$ cat src/rtl/random_range_gen.sv
// random_range_gen: free-running Galois LFSR drawing a value in [MIN_VAL,MAX_VAL] per req/ack handshake.
// Optional RND_SEED_LOAD_EN adds seed_load/seed_in for runtime reseeding.
module random_range_gen #(
  parameter int WIDTH = 14,
  parameter logic [WIDTH-1:0] TAPS = WIDTH'(14'h2015),
  parameter logic [WIDTH-1:0] SEED = WIDTH'(14'h3FFF),
  parameter logic [WIDTH-1:0] MIN_VAL = WIDTH'(1000),
  parameter logic [WIDTH-1:0] MAX_VAL = WIDTH'(5000),
  parameter int MAX_TRIES = 1024
) (
  input  logic             clk,
  input  logic             reset,
  input  logic             req,
  input  logic             ack,
`ifdef RND_SEED_LOAD_EN
  input  logic             seed_load,
  input  logic [WIDTH-1:0] seed_in,
`endif
  output logic [WIDTH-1:0] random,
  output logic             rnd_ready,
  output logic             rnd_busy,
  output logic             rnd_timeout
);
  localparam int CW = $clog2(MAX_TRIES + 1);
  typedef enum logic [1:0] {IDLE, SEARCH, READY} state_t;
  state_t state;
  logic [WIDTH-1:0] lfsr, lfsr_nxt, shift;
  logic [CW-1:0] try_cnt;
  logic hit;
  always_comb begin
    shift = lfsr[0] ? (lfsr >> 1) ^ TAPS : lfsr >> 1;
`ifdef RND_SEED_LOAD_EN
    lfsr_nxt = seed_load ? (seed_in == '0 ? SEED : seed_in) : (lfsr == '0 ? SEED : shift);
`else
    lfsr_nxt = lfsr == '0 ? SEED : shift;
`endif
    hit = lfsr >= MIN_VAL && lfsr <= MAX_VAL;
  end
  always_ff @(posedge clk) begin
    if (reset) begin
      lfsr        <= SEED;
      random      <= '0;
      rnd_timeout <= 1'b0;
      try_cnt     <= '0;
      state       <= IDLE;
    end else begin
      lfsr <= lfsr_nxt;
      case (state)
        IDLE: if (req) begin
          state       <= SEARCH;
          try_cnt     <= '0;
          rnd_timeout <= 1'b0;
        end
        SEARCH: if (hit) begin
          random <= lfsr;
          state  <= READY;
        end else if (try_cnt == CW'(MAX_TRIES - 1)) begin
          rnd_timeout <= 1'b1;
          state       <= IDLE;
        end else
          try_cnt <= try_cnt + 1'b1;
        READY: if (req) begin
          state   <= SEARCH;
          try_cnt <= '0;
        end else if (ack)
          state <= IDLE;
        default: state <= IDLE;
      endcase
    end
  end
  assign rnd_busy  = state == SEARCH;
  assign rnd_ready = state == READY;
endmodule

$ cat config.mk
export PLATFORM = sky130hd
export DESIGN_NAME = random_range_gen
export DESIGN_NICKNAME = d
export VERILOG_FILES = /design/src/rtl/random_range_gen.sv
export SDC_FILE = /design/constraint.sdc
export NUM_CORES = 1
export LEC_CHECK = 0
export CAP_MARGIN = 20
export CELL_PAD_IN_SITES_DETAIL_PLACEMENT = 1
export CELL_PAD_IN_SITES_GLOBAL_PLACEMENT = 2
export CORE_UTILIZATION = 33
export CTS_CLUSTER_DIAMETER = 80
export DETAILED_ROUTE_END_ITERATION = 10
export GPL_ROUTABILITY_DRIVEN = 0
export PLACE_DENSITY_LB_ADDON = 0.2
export SLEW_MARGIN = 20
export SYNTH_ARGS = -nofsm -noshare
export SYNTH_HDL_FRONTEND = slang
export SYNTH_SLANG_ARGS = --single-unit
$ cat constraint.sdc
create_clock -name clk -period 3 [get_ports clk]
set_input_delay 0.45 -clock clk [delete_from_list [all_inputs] [get_ports clk]]
set_output_delay 0.45 -clock clk [all_outputs]
set_load 0.05 [all_outputs]
==> results of run 1 <==
[placed cells by master, fill, tap and decap left out, types with 5 or more instances in the layout]
master / netlist / layout
dfxtp_1: 42 / 42
nand2_1: 36 / 36
clkdlybuf4s50_1: 0 / 20
a21oi_1: 17 / 17
nand2b_1: 12 / 12
a31oi_1: 9 / 9
nand3_1: 9 / 9
inv_1: 7 / 7
nand4_1: 6 / 6
buf_4: 1 / 6
nor2_1: 5 / 5
nor3_1: 5 / 5
clkbuf_8: 0 / 5
[layer usage]
layer	track usage [%]	vias up	wire [um]	share of wire [%]
met5	0	-	0	0
met4	5.577	0	31	0.66
met3	3.832	4	133	2.8
met2	29.46	28	2360	50
met1	21.62	817	2174	46
li1	-	794	-	-
[cells by family (layout without fill, tap and decap cells)]
logic type / Yosys count / after routing / share of synthesized area, %
compound gates: 49 / 49 / 18.57
xor+xnor: 2 / 2 / 0.9597
fa+ha+maj: 2 / 2 / 1.371
buf+inv: 19 / 41 / 5.415
flops: 42 / 42 / 46.06
simple gates: 96 / 96 / 27.62
[worst max-delay path: stages (launching register included)]
cell and delay [ps]:
dfxtp_1 360, or4_1 530, a211o_1 370, a311oi_4 640, buf_4 310, nand2_1 90
a21oi_1 140
[sequential cells by signal, indices dropped and copies added (netlist names)]
name,flops
try_cnt,11
rnd_timeout,1
lfsr,14
state,2
random,14
[worst max path at each step]
stage | start | end | cells past startpoint
after floorplan | state[0] | try_cnt[4] | 7
after global placement | lfsr[3] | rnd_timeout | 5
after detailed placement | lfsr[3] | rnd_timeout | 5
after CTS | lfsr[3] | rnd_timeout | 5
after global routing | lfsr[3] | random[5] | 6
final | lfsr[3] | random[5] | 6
[report_power, final]
part | internal [mW] | switching (mW) | leakage (nW)
combinational | 0.0329 | 0.0520 | 0.305
clock | 0.248 | 0.196 | 0.0514
sequential | 0.571 | 0.0167 | 0.341
total | 0.852 | 0.265 | 0.697
[area by class of cell]
cell class              count  area (um^2)  share of cell area, %
well taps                  70        87.58                  3.986
flip-flops and latches     42        840.8                  38.27
inverters                   7        26.28                  1.196
clock inverters             2        37.54                  1.708
repair buffers             26        245.2                  11.16
clock buffers               6        72.57                  3.303
multi-input cells         149        887.1                  40.38
==> results.py, run 1 <==
metrics = {
    "drt": {
        "first_pass_iters": 4,
        "vias": 1643,
        "postRouteAntennaNets": 0,
        "drtIter0Drc": 69,
        "routed_wl_mm": 4.700,
        "wl_per_cell_um": 15.56,
        "drc_errors": 0,
        "vias_per_cell": 5.440,
    },
    "logic_synthesis": {
        "ys_top_cells_by_area": "dfxtp_1 (46%), nand2_1 (7.4%), a21oi_1 (4.7%)",
        "ys_ff_latch": 42,
        "synth_cell_types": 40,
        "syn_area_per_cell_um2": 8.693,
        "syn_nets": 216,
        "synth_top_area_share_pct": 46.06,
        "yosysTopAreaCell": "dfxtp_1",
        "ys_top_cells_by_count": "dfxtp_1 (42), nand2_1 (36), a21oi_1 (17)",
        "synth-edff-count": 0,
        "synth_warnings": 0,
        "syn_area_um2": 1826,
        "synth_ff_type": "dfxtp_1",
        "synth.most_common_cell": "dfxtp_1",
        "netlist_instances": 210,
        "ys_seq_area_share_pct": 46.06,
        "ys_async_sr_fraction_pct": 0,
    },
    "finish": {
        "final_core_util_pct": 42.21,
        "layoutNonFillerInstCount": 302,
        "syn2layout_area_growth_pct": 20.36,
        "n_antenna_cell": 0,
        "final_area_um2": 2197,
        "fill_cells": 631,
        "layout-drive-gt1-share_pct": 6.897,
        "nNetsFinal": 237,
    },
    "placed_design": {
        "pre_cts_slack_ps": 368.5,
        "placed_area_um2": 2086,
        "dp_hpwl_mm": 3.215,
        "portBuffers": 20,
        "dp.cells": 294,
    },
    "power": {
        "p_per_area_nw_per_um2": 508.5,
        "power_mw": 1.117,
        "ir_drop_v": 0.0003284,
        "p_leak_nw": 0.6969,
    },
    "timing": {
        "fin_hold_ws_ps": 461.2,
        "hold_viol_final": 0,
        "min_period_ps": 2501,
        "relSlewSlack_pct": 57.49,
        "setup_ws_ps": 498.7,
        "fin_crit_sh_pct": 83.38,
        "clock.fmax_ghz": 0.3998,
        "setup_tns_ps": 0,
        "finClkSkew_ps": 6.829,
        "grt_setup_unrepaired": "false",
        "worst_slew_pin_slew_ps": 637.7,
        "drv_slew": 0,
        "setup_viol": 0,
    },
    "critical_path": {
        "reg2reg_slack_ps": 500,
        "path_max_fanout": 13,
        "r2r-start": "lfsr[3]",
        "crit_path_end_kind": "flop",
        "reg2reg_to": "random[5]",
        "start_kind": "flop",
        "required_ps": 3230,
        "reg2reg_depth": 6,
        "cp.arrival_ps": 2730,
        "critPathKind": "reg -> reg",
    },
    "cts": {
        "post_cts_buffers": 0,
        "path_clk_slew_ps": 80,
        "cts_resized": 0,
        "clock-sinks": 42,
        "cts_tree": "built",
        "clock_latency_ps": 290,
        "cts_buffers": 5,
        "ctsHoldBuffers": 0,
        "cts_buffer_depth": 2,
        "htreeDepth": 2,
        "root_buffer": "clkbuf_8",
    },
    "global_routing": {
        "grt_pass1_vias": 1655,
        "grt_max_degree": 28,
        "grtUsageTotal_pct": 17.32,
        "grt_pass1_wl_mm": 8.073,
        "gr-total-overflow": 0,
        "antenna_found_initial": 0,
    },
    "floorplanning": {
        "die_y_um": 76.38,
        "core_area_um2": 5205,
        "row_count": 26,
        "die_area_um2": 5833,
        "initial_core_util_pct": 35.07,
        "ios": 21,
        "die-width_um": 76.38,
    },
    "job": {
        "maxCapViolCount": 0,
    },
    "min_path": {
        "hold_depth": 2,
        "worstHoldStart": "random[11]",
        "holdCritPathClass": "reg -> reg",
        "hold_end": "random[11]",
    },
    "status": {
        "status": "complete, no violations",
    },
}
Note: power is estimated with default switching activity, not from simulation.
==> run 2, diff against run 1 <==
==> constraint.sdc (replaced) <==
create_clock -name clk -period 2.39 [get_ports clk]
set_input_delay 0.3585 -clock clk [delete_from_list [all_inputs] [get_ports clk]]
set_output_delay 0.3585 -clock clk [all_outputs]
set_load 0.05 [all_outputs]
==> run 2 against run 1 <==
Clock power is 4.7% higher. Wire length is 2.0% higher. Via count is 1.0% lower. Final cell count is 2.3% higher. Clock skew is 1.6 ps higher. Setup slack worse by 390 ps. Largest power group unchanged. Sequential cell count stayed put. Count of clock-buffer cells in the layout is 1 higher. Register-to-register slack worse by 390 ps. Fmax is 9.4% higher. Die area stayed put. First-iteration DRC count is 20% higher.
==> results.py, run 2 (synthesis gave the netlist of run 1 again) <==
metrics = {
    "floorplanning": {
        "ios": 21,
        "initial_core_util_pct": 35.07,
        "core_area_um2": 5205,
        "row_count": 26,
        "die_y_um": 76.38,
        "die-width_um": 76.38,
        "die_area_um2": 5833,
    },
    "power": {
        "p_leak_nw": 0.7276,
        "power.switching_uw": 317.8,
        "ir_drop_v": 0.0003351,
        "internal-power_uw": 994.0,
        "p_clk_share_pct": 35.5,
        "p_comb_share_pct": 8.4,
        "p_per_area_nw_per_um2": 588.7,
        "seq_power_share_pct": 56.1,
        "p_sw_share_pct": 24.23,
    },
    "finish": {
        "multi_input_area_um2": 887.1,
        "final_core_util_pct": 42.81,
        "largestRegisters": "lfsr (14), random (14), try_cnt (11)",
        "nNetsFinal": 244,
        "final_area_um2": 2228,
        "area.sequential_um2": 840.8,
        "final_cell_mix": "dfxtp_1 (42), nand2_1 (36), clkdlybuf4s50_1 (19), a21oi_1 (17), buf_4 (14)",
        "layout-drive-gt1-share_pct": 10.04,
        "syn2layout_area_growth_pct": 22.07,
        "n_antenna_cell": 0,
        "final_common_cell": "dfxtp_1",
        "fill_cells": 628,
    },
    "critical_path": {
        "start_kind": "flop",
        "crit_path_end_kind": "flop",
        "reg2reg_depth": 5,
        "critPathKind": "reg -> reg",
        "path_max_fanout": 12,
        "reg2reg_slack_ps": 100,
        "cp.arrival_ps": 2480,
        "r2r-start": "lfsr[3]",
        "required_ps": 2580,
        "reg2reg_to": "try_cnt[4]",
    },
    "timing": {
        "relSlewSlack_pct": 64.12,
        "finClkSkew_ps": 8.385,
        "drv_slew": 0,
        "hold_viol_final": 0,
        "grt_setup_unrepaired": "false",
        "fin_crit_sh_pct": 95.64,
        "clock.fmax_ghz": 0.4375,
        "setup_ws_ps": 104.3,
        "worst_slew_pin_slew_ps": 536.5,
        "setup_tns_ps": 0,
        "min_period_ps": 2286,
        "setup_viol": 0,
    },
    "cts": {
        "clock_latency_ps": 290,
        "cts_tree": "built",
        "post_cts_buffers": 0,
        "root_buffer": "clkbuf_8",
        "htreeDepth": 2,
        "path_clk_slew_ps": 80,
        "clock-sinks": 42,
        "cts_buffer_depth": 2,
        "ctsHoldBuffers": 0,
        "cts_buffers": 5,
    },
    "global_routing": {
        "antenna_found_initial": 0,
        "grt_pass1_vias": 1705,
        "grtUsageMet2_pct": 31.62,
        "grt_use_met1_pct": 19.37,
        "grt_max_degree": 32,
        "gr-total-overflow": 0,
        "grt_pass1_wl_mm": 8.079,
        "top_usage_layer": "met2",
        "grtUsageTotal_pct": 17.56,
        "grtUsageMet3_pct": 4.072,
    },
    "drt": {
        "wl_per_cell_um": 15.52,
        "drc_errors": 0,
        "vias": 1626,
        "routed_wl_mm": 4.795,
        "vias_per_cell": 5.262,
        "first_pass_iters": 4,
        "drtIter0Drc": 83,
        "postRouteAntennaNets": 0,
    },
    "min_path": {
        "hold_end": "random[12]",
        "holdCritPathClass": "reg -> reg",
        "worstHoldStart": "random[12]",
        "hold_depth": 2,
    },
    "job": {
        "maxCapViolCount": 0,
    },
    "placed_design": {
        "pre_cts_slack_ps": 17.46,
        "dp_hpwl_mm": 3.521,
        "placed_area_um2": 2136,
        "portBuffers": 20,
    },
    "status": {
        "status": "complete, no violations",
    },
}
## run 2: cell type report
class / instances / share of cell area, %
clock inverters: 1 / 0.2246
inverters: 7 / 1.179
repair buffers: 33 / 13.25
clock buffers: 7 / 3.874
well taps: 70 / 3.930
multi-input cells: 149 / 39.81
flip-flops and latches: 42 / 37.73
## run 2: metrics by stage
step / cells / hold WS, ps / total power [mW]
global placement: 301 / 447.2 / 0.8591
detailed placement: 301 / 453.1 / 0.8630
global route: 309 / 488.3 / 1.371
floorplan: 210 / 425.6 / 0.8184
CTS: 309 / 465.1 / 1.327
finish: 309 / 457.8 / 1.312
## run 2: how the worst max path moves through the flow
stage / slack, ps / to / depth (start not counted) / from
3_5_place_dp: 20 / try_cnt[4] / 5 / lfsr[3]
6_report: 100 / try_cnt[4] / 5 / lfsr[3]
5_1_grt: 5 / try_cnt[4] / 5 / lfsr[5]
2_1_floorplan: 120 / try_cnt[4] / 7 / state[0]
4_1_cts: 80 / try_cnt[4] / 5 / lfsr[3]
3_3_place_gp: 100 / try_cnt[4] / 5 / lfsr[3]
## run 2: layer usage
metal | wire, um | share of wire [%] | up-vias
met4 | 65 | 1.4 | 0
met5 | 0 | 0 | -
met3 | 143 | 3.0 | 7
met2 | 2463 | 51 | 24
li1 | - | - | 808
met1 | 2122 | 44 | 787
## run 2: power by group through the flow
stage               Clock (mW)  Sequential (mW)  Combinational (mW)
floorplan                    0            0.751              0.0671
global placement             0            0.752               0.108
detailed placement           0            0.753               0.110
CTS                      0.479            0.737               0.111
global route             0.510            0.739               0.122
finish                   0.466            0.736               0.110
## run 2: worst max-delay path: stages (launching register included)
cell	delay, ps
dfxtp_1	360
or4_1	530
a211o_1	360
a311o_2	510
buf_4	210
o311ai_1	220
## run 2: repair_timing
item | in CTS | in global routing
gates resized for setup | 1 | 0
setup endpoints to repair | 1 | 2
pin swaps | 0 | 1
gates cloned | 0 | 0
==> run 3, diff against run 2 <==
--- a/config.mk
+++ b/config.mk
@@ -5,10 +5,11 @@
 export SDC_FILE = /design/constraint.sdc
 export NUM_CORES = 1
 export LEC_CHECK = 0
+export ABC_AREA = 1
 export CAP_MARGIN = 20
 export CELL_PAD_IN_SITES_DETAIL_PLACEMENT = 1
 export CELL_PAD_IN_SITES_GLOBAL_PLACEMENT = 2
-export CORE_UTILIZATION = 33
+export CORE_UTILIZATION = 31
 export CTS_CLUSTER_DIAMETER = 80
 export DETAILED_ROUTE_END_ITERATION = 10
 export GPL_ROUTABILITY_DRIVEN = 0
==> run 3 against run 2 <==
Sequential power up 3.1%. Non-clock buffer count down 4. Setup slack improved by 230 ps. Final cell count up 19%.
==> results.py, run 3 <==
metrics = {
    "cts": {
        "cts_buffer_depth": 2,
        "cts_tree": "built",
        "ctsHoldBuffers": 0,
        "root_buffer": "clkbuf_8",
        "cts_buffers": 5,
        "clock_latency_ps": 300,
        "post_cts_buffers": 0,
        "cts_resized": 0,
        "path_clk_slew_ps": 90,
        "htreeDepth": 2,
        "clock-sinks": 42,
    },
    "logic_synthesis": {
        "synth_top_family_by_area": "simple AND/OR/NAND/NOR gates",
        "synth.most_common_cell": "nand2_1",
        "synth_warnings": 0,
        "yosysTopAreaCell": "dfxtp_1",
        "syn_nets": 273,
        "ys_async_sr_fraction_pct": 0,
        "ys_ff_latch": 42,
        "syn_area_per_cell_um2": 7.212,
        "synth_ff_type": "dfxtp_1",
        "synth_cell_types": 25,
        "syn_area_um2": 1926,
        "synth_xor_area_share_pct": 0.4548,
        "synthAdderAreaFrac_pct": 1.300,
        "synth_top_area_share_pct": 43.66,
        "netlist_instances": 267,
        "ys_seq_area_share_pct": 43.66,
        "synth_mux_area_share_pct": 0,
        "synth-simple-area-share_pct": 35.80,
        "synth-edff-count": 0,
        "synth_compound_area_share_pct": 9.877,
        "ys_top_cells_by_area": "dfxtp_1 (44%), nand2_1 (13%), a21oi_1 (7.0%)",
        "ys_top_cells_by_count": "nand2_1 (67), dfxtp_1 (42), inv_1 (28), nor2_1 (28), a21oi_1 (27)",
    },
    "placed_design": {
        "dp_hpwl_mm": 3.604,
        "pre_cts_slack_ps": 598.1,
        "dp.cells": 360,
        "portBuffers": 20,
        "placed_area_um2": 2222,
    },
    "timing": {
        "min_period_ps": 2059,
        "worst_slew_pin_slew_ps": 519.2,
        "fin_crit_sh_pct": 86.17,
        "drv_slew": 0,
        "setup_viol": 0,
        "finClkSkew_ps": 9.610,
        "clock.fmax_ghz": 0.4856,
        "hold_viol_final": 0,
        "setup_tns_ps": 0,
        "relSlewSlack_pct": 65.28,
        "setup_ws_ps": 330.6,
        "grt_setup_unrepaired": "false",
    },
    "finish": {
        "largestRegisters": "lfsr (14), random (14), try_cnt (11)",
        "final_area_um2": 2360,
        "layout-drive-gt1-share_pct": 11.26,
        "layoutNonFillerInstCount": 368,
        "nNetsFinal": 298,
        "syn2layout_area_growth_pct": 22.55,
        "n_antenna_cell": 0,
        "final_cell_mix": "nand2_1 (67), dfxtp_1 (42), inv_1 (28), nor2_1 (28), a21oi_1 (27)",
        "final_common_cell": "nand2_1",
    },
    "global_routing": {
        "grt_pass1_vias": 1775,
        "gr-total-overflow": 0,
        "grtUsageTotal_pct": 17.83,
        "grt_max_degree": 18,
        "grt_pass1_wl_mm": 8.776,
        "antenna_found_initial": 0,
    },
    "drt": {
        "drc_errors": 0,
        "postRouteAntennaNets": 0,
        "first_pass_iters": 4,
        "wl_per_cell_um": 13.75,
        "drtIter0Drc": 73,
        "vias_per_cell": 4.796,
        "vias": 1765,
        "routed_wl_mm": 5.059,
    },
    "floorplanning": {
        "die-width_um": 80.82,
        "die_area_um2": 6531,
        "initial_core_util_pct": 32.33,
        "row_count": 28,
        "core_area_um2": 5956,
        "ios": 21,
        "die_y_um": 80.82,
    },
    "min_path": {
        "holdCritPathClass": "reg -> reg",
        "hold_end": "random[13]",
        "hold_depth": 2,
        "worstHoldStart": "random[13]",
    },
    "critical_path": {
        "cpPeakStageDelay_ps": 800,
        "crit_start": "state[1]",
        "r2r-start": "try_cnt[0]",
        "reg2reg_slack_ps": 580,
        "cp.arrival_ps": 1700,
        "required_ps": 2030,
        "path_max_fanout": 4,
        "critPathKind": "reg -> out",
        "reg2reg_to": "try_cnt[6]",
        "worstPathCellList": "inv_1, nor2_1, clkdlybuf4s50_1",
        "start_kind": "flop",
        "reg2reg_depth": 9,
        "crit_path_end_kind": "output pin",
        "critPathSlowestCell": "clkdlybuf4s50_1",
    },
    "power": {
        "power_mw": 1.618,
        "p_leak_nw": 0.9873,
        "p_per_area_nw_per_um2": 685.5,
        "ir_drop_v": 0.0002425,
    },
    "status": {
        "status": "complete, no violations",
    },
    "job": {
        "maxCapViolCount": 0,
    },
}
run 3: changes by cell type after synthesis, sizes merged, moves of 10 or more:
cell,delta
nand3,+16
inv,+22
a21oi,+10
nand2,+35
nand2b,-12
nor2,+26
run 3: how the worst max path moves through the flow:
stage	endpoint	slack, ps
after floorplan	try_cnt[0]	830
after global placement	try_cnt[0]	610
after detailed placement	try_cnt[9]	600
after CTS	rnd_ready	320
after global routing	rnd_ready	230
final	rnd_ready	330
run 3: cell families after synthesis:
group	Yosys count
AO/OA/AOI/OAI	35
XOR/XNOR	1
adder cells (fa/ha/maj)	2
buffers and inverters	40
flip-flops	42
AND/OR/NAND/NOR	147
run 3: layout make-up:
class / count / area [um^2]
Clock inverter: 3 / 68.82
Tap cell: 75 / 93.84
Multi-Input combinational cell: 185 / 913.4
Sequential cell: 42 / 840.8
Timing Repair Buffer: 29 / 265.3
Clock buffer: 5 / 68.82
Fill cell: 776 / 3596
Inverter: 29 / 108.9
run 3: per-stage QoR:
stage	util, %	hold WS, ps
floorplan	-	436.7
global placement	37.31	434.0
detailed placement	37.31	438.8
CTS	39.62	457.2
global route	39.62	470.5
finish	39.62	451.5
run 3: per-layer routing:
layer,wire (um),vias up,GRT usage (%)
met3,175,8,4.270
met2,2101,29,26.22
li1,-,915,-
met4,94,0,6.250
met5,0,-,0
met1,2688,813,25.19
run 3: worst max-delay path, delay by kind of cell, from the launching register on:
family,cells,cell delay [ps]
buffers and inverters,2,880
DFF,1,430
and+or+nand+nor,1,90
run 3: power by group:
part / leakage (nW) / switching, mW / internal (mW)
combinational: 0.576 / 0.105 / 0.0576
clock: 0.0683 / 0.276 / 0.419
sequential: 0.343 / 0.0309 / 0.729
